### config.mk
export PLATFORM = sky130hd
export DESIGN_NAME = bus_sequencer
export DESIGN_NICKNAME = d
export VERILOG_FILES = /design/src/rtl/bus_sequencer.sv
export SDC_FILE = /design/constraint.sdc
export NUM_CORES = 1
export LEC_CHECK = 0
export CORE_MARGIN = 2
export CORE_UTILIZATION = 40
export DETAILED_ROUTE_END_ITERATION = 16
export PLACE_DENSITY_LB_ADDON = 0.2
export SYNTH_ARGS = -nofsm -noshare
export SYNTH_HDL_FRONTEND = slang
export SYNTH_SLANG_ARGS = --single-unit
### constraint.sdc
create_clock -name clock -period 1.8 [get_ports clock]
set_input_delay 0.36 -clock clock [delete_from_list [all_inputs] [get_ports clock]]
set_output_delay 0.36 -clock clock [all_outputs]
set_load 0.03 [all_outputs]
### src/rtl/bus_sequencer.sv
// Bus initiator for the shared register-file bus: accepts one instruction per
// handshake and sequences address and enables for NOP, MOV, LDI and HALT.
module bus_sequencer #(
    parameter int ADDR_WIDTH = 6,
    parameter int DATA_WIDTH = 16
) (
    input  logic                  clock,
    input  logic                  reset,
    input  logic [DATA_WIDTH-1:0] instruction,
    input  logic                  instr_valid,
    output logic                  instr_ready,
    input  logic [DATA_WIDTH-1:0] bus_in,
    output logic [DATA_WIDTH-1:0] bus_out,
    output logic                  bus_out_en,
    output logic [ADDR_WIDTH-1:0] register_addr,
    output logic                  bus_register_input_en,
    output logic                  bus_register_output_en,
    output logic                  busy,
    output logic                  halted,
    output logic                  illegal_op
);

    localparam logic [3:0] OP_NOP  = 4'h0;
    localparam logic [3:0] OP_MOV  = 4'h1;
    localparam logic [3:0] OP_LDI  = 4'h2;
    localparam logic [3:0] OP_HALT = 4'hF;

    typedef enum logic [1:0] {
        IDLE      = 2'd0,
        READ_SRC  = 2'd1,
        WRITE_DST = 2'd2,
        HALTED    = 2'd3
    } state_t;

    state_t                  state;
    logic [2*ADDR_WIDTH-1:0] ir;   // {dst, src}; the opcode is consumed at accept
    logic [DATA_WIDTH-1:0]   tmp;

    logic [3:0]            opcode;
    logic [ADDR_WIDTH-1:0] imm;
    logic                  accept;

    assign opcode = instruction[DATA_WIDTH-1 -: 4];
    assign imm    = instruction[ADDR_WIDTH-1:0];
    assign accept = instr_valid && instr_ready;

    always_ff @(posedge clock or negedge reset) begin
        if (!reset) begin
            state      <= IDLE;
            ir         <= '0;
            tmp        <= '0;
            illegal_op <= 1'b0;
        end else begin
            illegal_op <= 1'b0;
            case (state)
                IDLE: begin
                    if (accept) begin
                        ir <= instruction[2*ADDR_WIDTH-1:0];
                        case (opcode)
                            OP_NOP:  state <= IDLE;
                            OP_MOV:  state <= READ_SRC;
                            OP_LDI: begin
                                tmp   <= {{(DATA_WIDTH-ADDR_WIDTH){1'b0}}, imm};
                                state <= WRITE_DST;
                            end
                            OP_HALT: state <= HALTED;
                            default: illegal_op <= 1'b1;
                        endcase
                    end
                end
                READ_SRC: begin
                    tmp   <= bus_in;
                    state <= WRITE_DST;
                end
                WRITE_DST: state <= IDLE;
                HALTED:    state <= HALTED;
                default:   state <= IDLE;
            endcase
        end
    end

    // Outputs decode only registered state, so inputs never reach the enables combinationally.
    always_comb begin
        instr_ready            = 1'b0;
        bus_out                = '0;
        bus_out_en             = 1'b0;
        register_addr          = '0;
        bus_register_input_en  = 1'b0;
        bus_register_output_en = 1'b0;
        busy                   = 1'b0;
        halted                 = 1'b0;
        case (state)
            IDLE: instr_ready = reset;
            READ_SRC: begin
                register_addr          = ir[ADDR_WIDTH-1:0];
                bus_register_output_en = 1'b1;
                busy                   = 1'b1;
            end
            WRITE_DST: begin
                register_addr         = ir[2*ADDR_WIDTH-1:ADDR_WIDTH];
                bus_out               = tmp;
                bus_out_en            = 1'b1;
                bus_register_input_en = 1'b1;
                busy                  = 1'b1;
            end
            HALTED: halted = 1'b1;
            default: instr_ready = 1'b0;
        endcase
    end

endmodule

## Word-level counts from Yosys, hierarchy flattened

Cells that the tools add are included.

- Output and inout port bits: 29
- Bits in registers: 31
- Logic and storage cells: 38
- Bits of input ports: 35

- Mux-type cells: 16
- Reduce and logical (&&, ||, !) cells: 9
- Eq/ne operators: 9

Operator list:

| operator | count |
|---|---|
| 16-bit two-way mux | 3 |
| 16-bit one-hot mux with 2 select lines | 1 |
| 2-bit one-hot mux with 4 select lines | 2 |
| 6-bit one-hot mux with 2 select lines | 1 |
| 1-bit two-way mux | 8 |
| 5-bit by 1-bit != test with 1-bit output (second input constant) | 1 |
| 2-bit equality test (second input constant) | 2 |
| 4-bit by 1-bit equality test with 1-bit output (second input constant) | 1 |
| 4-bit by 2-bit equality test with 1-bit output (second input constant) | 1 |
| 4-bit equality test (second input constant) | 1 |
| 4-bit zero test | 1 |
| 2-bit AND reduction | 2 |
| 4-bit OR reduction | 1 |
| 3-bit AND reduction | 1 |
| 2-bit by 1-bit equality test with 1-bit output (second input constant) | 1 |
| 2-bit zero test | 1 |
| 2-bit two-way mux | 1 |
| 2-bit by 1-bit != test with 1-bit output (second input constant) | 1 |
| 2-bit != test (second input constant) | 1 |
| 2-bit nonzero test | 1 |
| 2-bit OR reduction | 1 |
| 1-bit logical AND | 1 |

## Depth between registers and ports, before layout

Gate-level depths: netlist of the first run.

- Depth after elaboration: 5
- Mapped depth: 7
- Gate-level depth less buffers: 6

## Least setup slack after synthesis of the first run

Ideal clock, no wire load.

- Kind: reg-to-output
- Start: register state[1]
- End: output register_addr[3]
- Path buffers: 2
- Stages on the path, launching flop included: 7
- Arrival time: 1.888 ns
- Path slack: -0.448 ns
- Required time: 1.440 ns
- Cells stage by stage: dfrtp_1 -> inv_1 -> ha_1 -> clkbuf_1 -> buf_2 -> a22oi_1 -> nor2b_1

- Longest elaborated chain between the ends: 2
- Elaborated cells on any way between the ends: 3
- Classes of those cells: 2 x eq/ne; 1 x mux

RTL lines:

| item | line | text |
|---|---|---|
| from (decl) | 35 | `state_t state;` |
| from (signal assigned) | 49 | `state <= IDLE;` |
| from (signal assigned) | 60 | `OP_NOP: state <= IDLE;` |
| from (signal assigned) | 61 | `OP_MOV: state <= READ_SRC;` |
| 2-bit equality test / 2-bit by 1-bit equality test with 1-bit output (equally long branches) | 92 | `case (state)` |
| 6-bit one-hot mux with 2 select lines * | 92 |  |
| to (decl) | 15 | `output logic [ADDR_WIDTH-1:0] register_addr,` |

Mark *: on every way between the ends. The rest lies on a longest branch, timed or not.

## Final worst setup path of the first run

- Start: register state[1]
- End: output register_addr[5]

The elaborated chain is that of the path after synthesis.

==> qor.txt, run 1 <==
routed via count -> 1626
number of slew-limit violations in the final report -> 0
Data arrival, critical path -> 1.54 ns
CTS Hold Buffers Added -> 0
number of antenna-violating nets in the routed design -> 0
number of clock sinks -> 31
met1 layer wirelength in the final routing -> 2230 µm
number of design rule violations left after detail routing -> 0
via density per instance -> 5.38
global router's overall resource usage -> 21.3%
first-pass GRT wire length -> 8180 µm
number of global-route vias before repair -> 1660
startpoint type of the worst setup path -> flop
Final setup viols -> 20
maximum clock skew at final layout -> 0.00820 ns
sum of negative setup slack -> -0.953 ns
reported leakage power -> 1.28 nW
Required @ worst endpoint -> 1.44 ns
1st-pass router iterations -> 4
synthesized area per cell -> 11.4 µm²
critical path endpoint category -> output port
site row count -> 24
number of antenna violations at the first check in global routing -> 0
Core Footprint -> 4290 µm²
setup slack of the critical path after layout -> -0.103 ns
placed cells -> 274
run status -> complete, but fails checks
unrepaired setup endpoints after global routing -> yes
routability congestion estimate -> 0.905
worst relative slew slack -> 73.2%
Met3 Routed Length -> 237 µm
largest voltage drop on the vdd net -> 0.634 mV
Final Non-Filler Cells -> 302
height of the die -> 70.1 µm
hpwl dp -> 3270 µm
actual slew at the worst max-slew pin -> 0.401 ns
Post-Syn Nets -> 194
Yosys cell types -> 28
fmax -> 0.525 GHz
ant diodes -> 0
number of top-level pins -> 64
final cell area excluding filler cells -> 2930 µm²
warning count from the yosys run -> 0
Die ar. -> 4910 µm²
type of the tightest min-delay check -> reg -> reg
Setup Crit Path Kind -> reg -> out
number of violations of the max-capacitance limit -> 0
WL per Instance -> 17.1 µm
clock insertion delay at the later pin of the skew report -> 0.29 ns
CTS Buffer Depth -> 2
maximum number of pins on one net before global-route repair -> 32
horizontal extent of the die -> 70.1 µm
power density of the placed cells -> 1340 nW/µm²
worst setup slack before clock tree synthesis -> -0.253 ns
CTS root buffer -> sky130_fd_sc_hd__clkbuf_8
Post-DP Area -> 2510 µm²
clock transition time at the flip-flop clock pins of the worst setup and hold paths -> 0.07 ns
initial standard-cell utilization of the core -> 40.7%
Synth Instances -> 154
DR top layer -> met4
post-synthesis register bit count -> 31
count of buffers inserted at the top-level ports -> 63
final clock period utilization by the worst path -> 106%
Max H-tree Level -> 2
number of buffers added by the clock tree synthesis step -> 5
number of nets in the layout -> 289
area overhead of the layout relative to synthesis -> 67.6%
routed wl met2 -> 2550 µm
Cell Area, Synth -> 1750 µm²
hold_ws -> 0.503 ns
total congestion overflow after global routing -> 0
Hold Vio Cnt, Final -> 0
detailed router's first-iteration violation count -> 73
CTS tree -> yes
violations in the final reports -> setup timing
Min Clock Period, post-route -> 1.90 ns
routed wire length -> 5150 µm
sequential area share after synthesis -> 44.4%
CP Max Fanout -> 6
share of cells above drive strength 1 -> 48.4%
[logic make-up after synthesis]
logic type      after synthesis  synth area share [%]
buf+inv                      12                  3.01
flops                        31                  44.4
compound gates               23                  10.9
mux                          36                  22.4
fa+ha+maj                     5                  3.58
simple gates                 47                  15.7
[worst paths after layout]
check / end / slack [ns] / depth (start not counted) / startpoint
worst max-delay path: register_addr[5] / -0.10 / 6 / state[1]
max in group asynchronous: state[0] / 0.76 / 3 / reset
worst min-delay path: tmp[1] / 0.50 / 1 / tmp[1]
worst max register to register: tmp[8] / 0.01 / 8 / state[0]
worst min register to register: tmp[1] / 0.50 / 1 / tmp[1]
min in group asynchronous: ir[1] / 0.74 / 3 / reset
[placed cells by master (no fill, tap or decap), drive strengths merged]
cell and n:
clkbuf 6, inv 2, nor2b 7, a31oi 2, clkdlybuf4s50 35, clkinv 1, nand2 2, a22oi 6
nand2b 1, mux2 25, o21ai 1, nor4 1, and2 19, dfrtp 31, buf 61, a211oi 1
and3 1, clkinvlp 2, nand3 2, a21oi 2, o22ai 1, nor3 1, a221o 10, or3 1
ha 5, nor2 13, mux2i 11
[sequential cells by signal, summed over array words and instances, names as in the netlist]
name        cells
ir             12
state           2
tmp            16
illegal_op      1
[per-stage QoR]
step / util [%] / power (mW)
after floorplan: - / 2.26
after global placement: 58.4 / 2.74
after detailed placement: 58.4 / 2.82
after CTS: 64.4 / 3.62
after global routing: 68.2 / 4.13
final: 68.2 / 3.92
[power by group]
part	switching, mW	internal [mW]
Combinational	1.02	1.20
Clock	0.269	0.270
Sequential	0.175	0.981
Total	1.47	2.46
[cells in the mapped netlist]
| cell | instances | share of area (%) |
|---|---|---|
| sky130_fd_sc_hd__ha_1 | 5 | 3.6 |
| sky130_fd_sc_hd__a21oi_1 | 1 | 0.29 |
| sky130_fd_sc_hd__and3_1 | 1 | 0.36 |
| sky130_fd_sc_hd__and2_1 | 19 | 6.8 |
| sky130_fd_sc_hd__nand3_1 | 1 | 0.29 |
| sky130_fd_sc_hd__nand3_2 | 1 | 0.57 |
| sky130_fd_sc_hd__inv_1 | 3 | 0.64 |
| sky130_fd_sc_hd__a31oi_1 | 2 | 0.72 |
| sky130_fd_sc_hd__o21ai_0 | 1 | 0.29 |
| sky130_fd_sc_hd__nor4_4 | 1 | 1.2 |
| sky130_fd_sc_hd__buf_2 | 3 | 0.86 |
| sky130_fd_sc_hd__nand2_1 | 2 | 0.43 |
| sky130_fd_sc_hd__nor2_1 | 12 | 2.6 |
| sky130_fd_sc_hd__or3_1 | 1 | 0.36 |
| sky130_fd_sc_hd__mux2i_1 | 11 | 6.3 |
| sky130_fd_sc_hd__a211oi_1 | 1 | 0.43 |
| sky130_fd_sc_hd__clkbuf_1 | 4 | 0.86 |
| sky130_fd_sc_hd__buf_1 | 1 | 0.21 |
| sky130_fd_sc_hd__nor2b_1 | 7 | 2.5 |
| sky130_fd_sc_hd__a21oi_2 | 1 | 0.50 |
| sky130_fd_sc_hd__nor3_1 | 1 | 0.29 |
| sky130_fd_sc_hd__buf_4 | 1 | 0.43 |
| sky130_fd_sc_hd__a22oi_1 | 6 | 2.6 |
| sky130_fd_sc_hd__o22ai_1 | 1 | 0.36 |
| sky130_fd_sc_hd__dfrtp_1 | 31 | 44 |
| sky130_fd_sc_hd__a221o_1 | 10 | 5.7 |
| sky130_fd_sc_hd__nand2b_1 | 1 | 0.36 |
| sky130_fd_sc_hd__mux2_2 | 25 | 16 |
[final cells by class]
class,count,area [µm²]
tap,52,65.1
multi-input combinational,112,1070
inverter,3,15.0
clock inverter,2,12.5
clock buffer,6,72.6
fill,316,1360
timing repair buffer,96,923
sequential,31,776
[worst max-delay path: stages, from the launching register on]
cell and delay (ns):
sky130_fd_sc_hd__dfrtp_1 0.41, sky130_fd_sc_hd__buf_6 0.13, sky130_fd_sc_hd__ha_4 0.18, sky130_fd_sc_hd__buf_6 0.14
sky130_fd_sc_hd__a22oi_2 0.18, sky130_fd_sc_hd__nor2b_2 0.07, sky130_fd_sc_hd__buf_6 0.14
[repair_timing]
action | CTS | global route
setup endpoints to repair | 24 | 44
cloned | 0 | 1
pin swaps | 3 | 14
buffers inserted | 10 | 10
gates resized for setup | 27 | 29
[per-layer routing]
metal	track usage (%)	vias up
met5	0	-
met4	8.55	0
met3	4.18	12
met2	35.7	53
met1	26.9	812
li1	-	749
Power figures use the tool's default switching activity.
==> inputs of run 2 (changes only) <==
--- a/config.mk
+++ b/config.mk
@@ -7,6 +7,7 @@
 export LEC_CHECK = 0
 export CORE_MARGIN = 2
 export CORE_UTILIZATION = 40
+export CTS_CLUSTER_SIZE = 25
 export DETAILED_ROUTE_END_ITERATION = 16
 export PLACE_DENSITY_LB_ADDON = 0.2
 export SYNTH_ARGS = -nofsm -noshare
==> results of run 2 <==
No change in the layout: final DEF, timing and power equal those of run 1.
==> inputs of run 3 (changes only) <==
--- a/config.mk
+++ b/config.mk
@@ -9,7 +9,9 @@
 export CORE_UTILIZATION = 40
 export CTS_CLUSTER_SIZE = 25
 export DETAILED_ROUTE_END_ITERATION = 16
+export GPL_ROUTABILITY_DRIVEN = 1
 export PLACE_DENSITY_LB_ADDON = 0.2
+export RECOVER_POWER = 25
 export SYNTH_ARGS = -nofsm -noshare
 export SYNTH_HDL_FRONTEND = slang
 export SYNTH_SLANG_ARGS = --single-unit
==> run 3 against run 2 <==
  * Hold slack about the same
  * Maximum frequency up 0.25%
  * Utilization down 0.058 points
  * Routed wire length down 0.37%
  * Highest routed layer unchanged
  * The flow still finishes with violations (setup timing)
  * Sequential power about the same
==> qor.txt, run 3 (synthesized netlist as in run 1, its figures left out) <==
share of total power in the clock network -> 13.7% (about the same)
number of violations of the max-capacitance limit -> 0 (unchanged)
Min-Delay Path Depth -> 1 (unchanged)
total power of the final layout -> 3.92 mW (-0.14%)
horizontal extent of the die -> 70.1 µm (unchanged)
number of nets in the layout -> 289 (unchanged)
Final setup viols -> 30 (+50%)
hold_ws -> 0.503 ns (-0.00000600 ns)
routed wire length -> 5130 µm (-0.37%)
Min Clock Period, post-route -> 1.90 ns (-0.00483 ns)
worst r2r path cells -> 8 (unchanged)
power share of the sequential group -> 29.5% (about the same)
end of the worst register-to-register path -> tmp[8]
unrepaired setup endpoints after global routing -> yes
Hold Crit Endpoint -> tmp[1]
worst setup slack before clock tree synthesis -> -0.253 ns (unchanged)
number of top-level pins -> 64 (unchanged)
number of slew-limit violations in the final report -> 0 (unchanged)
Data arrival, critical path -> 1.54 ns (about the same)
run status -> complete, but fails checks
routed via count -> 1626 (unchanged)
Internal Pwr Total -> 2.45 mW (about the same)
via density per instance -> 5.38 (unchanged)
ant diodes -> 0 (unchanged)
placed cells -> 274 (unchanged)
power density of the placed cells -> 1340 nW/µm² (about the same)
hpwl dp -> 3270 µm (unchanged)
actual slew at the worst max-slew pin -> 0.789 ns (+0.388 ns)
clock insertion delay at the later pin of the skew report -> 0.29 ns (about the same)
reported leakage power -> 1.28 nW (about the same)
largest voltage drop on the vdd net -> 0.634 mV (about the same)
type of the tightest min-delay check -> reg -> reg
initial standard-cell utilization of the core -> 40.7% (unchanged)
count of buffers inserted at the top-level ports -> 63 (unchanged)
Largest Register -> tmp
most frequent standard cell in the layout excluding fill and tap cells -> sky130_fd_sc_hd__buf_4
CP Max Fanout -> 6 (unchanged)
sum of negative setup slack -> -0.965 ns (-0.0124 ns)
detailed router's first-iteration violation count -> 74 (+1.4%)
critical path endpoint category -> output port
area overhead of the layout relative to synthesis -> 67.5% (about the same)
startpoint type of the worst setup path -> flop
worst-case register-to-register setup slack -> 0.01 ns (about the same)
share of total power in combinational logic -> 56.8% (about the same)
Switching Share -> 37.4% (-0.047 points)
number of clock sinks -> 31 (unchanged)
height of the die -> 70.1 µm (unchanged)
violations in the final reports -> setup timing
1st-pass router iterations -> 4 (unchanged)
number of antenna-violating nets in the routed design -> 0 (unchanged)
number of design rule violations left after detail routing -> 0 (unchanged)
first-pass GRT wire length -> 8180 µm (unchanged)
number of global-route vias before repair -> 1660 (unchanged)
Setup Crit Path Kind -> reg -> out
global router's overall resource usage -> 21.3% (unchanged)
maximum number of pins on one net before global-route repair -> 32 (unchanged)
number of antenna violations at the first check in global routing -> 0 (unchanged)
total of fill cells in the finished design -> 317 (+0.32%)
startpoint of the tightest hold check path -> tmp[1]
share of cells above drive strength 1 -> 48.4% (unchanged)
clock transition time at the flip-flop clock pins of the worst setup and hold paths -> 0.07 ns (about the same)
Required @ worst endpoint -> 1.44 ns (about the same)
Final Non-Filler Cells -> 302 (unchanged)
CTS tree -> yes
CTS root buffer -> sky130_fd_sc_hd__clkbuf_8
final clock period utilization by the worst path -> 105% (-0.27 points)
fmax -> 0.527 GHz (+0.25%)
total congestion overflow after global routing -> 0 (unchanged)
Hold Vio Cnt, Final -> 0 (unchanged)
power dissipated by switching net loads -> 1.46 mW (-0.26%)
routability congestion estimate -> 0.905 (unchanged)
maximum clock skew at final layout -> 0.00819 ns (-0.00000383 ns)
setup slack of the critical path after layout -> -0.0986 ns (+0.00483 ns)
leading cell types in the layout, fill and taps excluded -> sky130_fd_sc_hd__buf_4, sky130_fd_sc_hd__clkdlybuf4s50_1, sky130_fd_sc_hd__dfrtp_1
origin of the critical flop-to-flop path -> state[0]
Core Footprint -> 4290 µm² (unchanged)
Max H-tree Level -> 2 (unchanged)
Die ar. -> 4910 µm² (unchanged)
CTS Buffer Depth -> 2 (unchanged)
site row count -> 24 (unchanged)
max FFs per register -> 16 (unchanged)
WL per Instance -> 17.0 µm (-0.37%)
number of buffers added by the clock tree synthesis step -> 5 (unchanged)
largest registers -> tmp x16, ir x12, state x2
worst relative slew slack -> 47.4% (-26 points)
[run 3: what timing repair did]
item | 4_1_cts | 5_1_grt
pin swaps | 3 | 14
endpoints found under the hold margin | 0 | 0
gates cloned | 0 | 1
gates resized for setup | 27 | 29
setup buffers | 10 | 10
setup endpoints to repair | 24 | 44
hold buffers | 0 | 0
[run 3: layout make-up]
| class | instances | area [µm²] | area share, % |
|---|---|---|---|
| timing repair buffer | 96 | 921 | 31.5 |
| clock buffer | 6 | 72.6 | 2.48 |
| clock inverter | 2 | 12.5 | 0.427 |
| inverter | 3 | 15.0 | 0.513 |
| multi-input combinational | 112 | 1070 | 36.4 |
| sequential | 31 | 776 | 26.5 |
| tap | 52 | 65.1 | 2.22 |
[run 3: worst max-delay path by stage]
stage | from | to | slack [ns] | cells after the start
after CTS | state[1] | register_addr[5] | -0.12 | 6
after global routing | state[0] | register_addr[5] | -0.14 | 7
after floorplan | state[1] | register_addr[3] | 0.01 | 6
after global placement | reset | tmp[8] | -0.23 | 5
after detailed placement | instruction[14] | state[1] | -0.25 | 6
final | state[1] | register_addr[5] | -0.1 | 6
[run 3: power groups by stage]
stage               Sequential, mW  Clock (mW)  Combinational, mW
global placement              1.12           0               1.62
floorplan                     1.11           0               1.15
global route                  1.19       0.581               2.36
CTS                           1.14       0.551               1.92
finish                        1.16       0.538               2.23
detailed placement            1.14           0               1.68
[run 3: layer usage]
layer  vias to the layer above  track usage (%)  part of all wire [%]
met5                         -                0                     0
met4                         0             8.55                   2.5
met3                        12             4.18                   4.7
met2                        53             35.7                    49
met1                       812             26.9                    43
li1                        749                -                     -
[run 3: through the flow]
step / util (%) / instance area, µm²
2_1_floorplan: - / 1800
3_3_place_gp: 58.4 / 2510
3_5_place_dp: 58.4 / 2510
4_1_cts: 64.4 / 2770
5_1_grt: 68.2 / 2930
6_report: 68.2 / 2930
[run 3: critical path, cell delays in order (launching register included)]
cell and delay [ns]:
sky130_fd_sc_hd__dfrtp_1 0.41, sky130_fd_sc_hd__buf_6 0.13, sky130_fd_sc_hd__ha_4 0.18, sky130_fd_sc_hd__buf_6 0.14, sky130_fd_sc_hd__a22oi_2 0.18, sky130_fd_sc_hd__nor2b_2 0.07
sky130_fd_sc_hd__buf_6 0.14
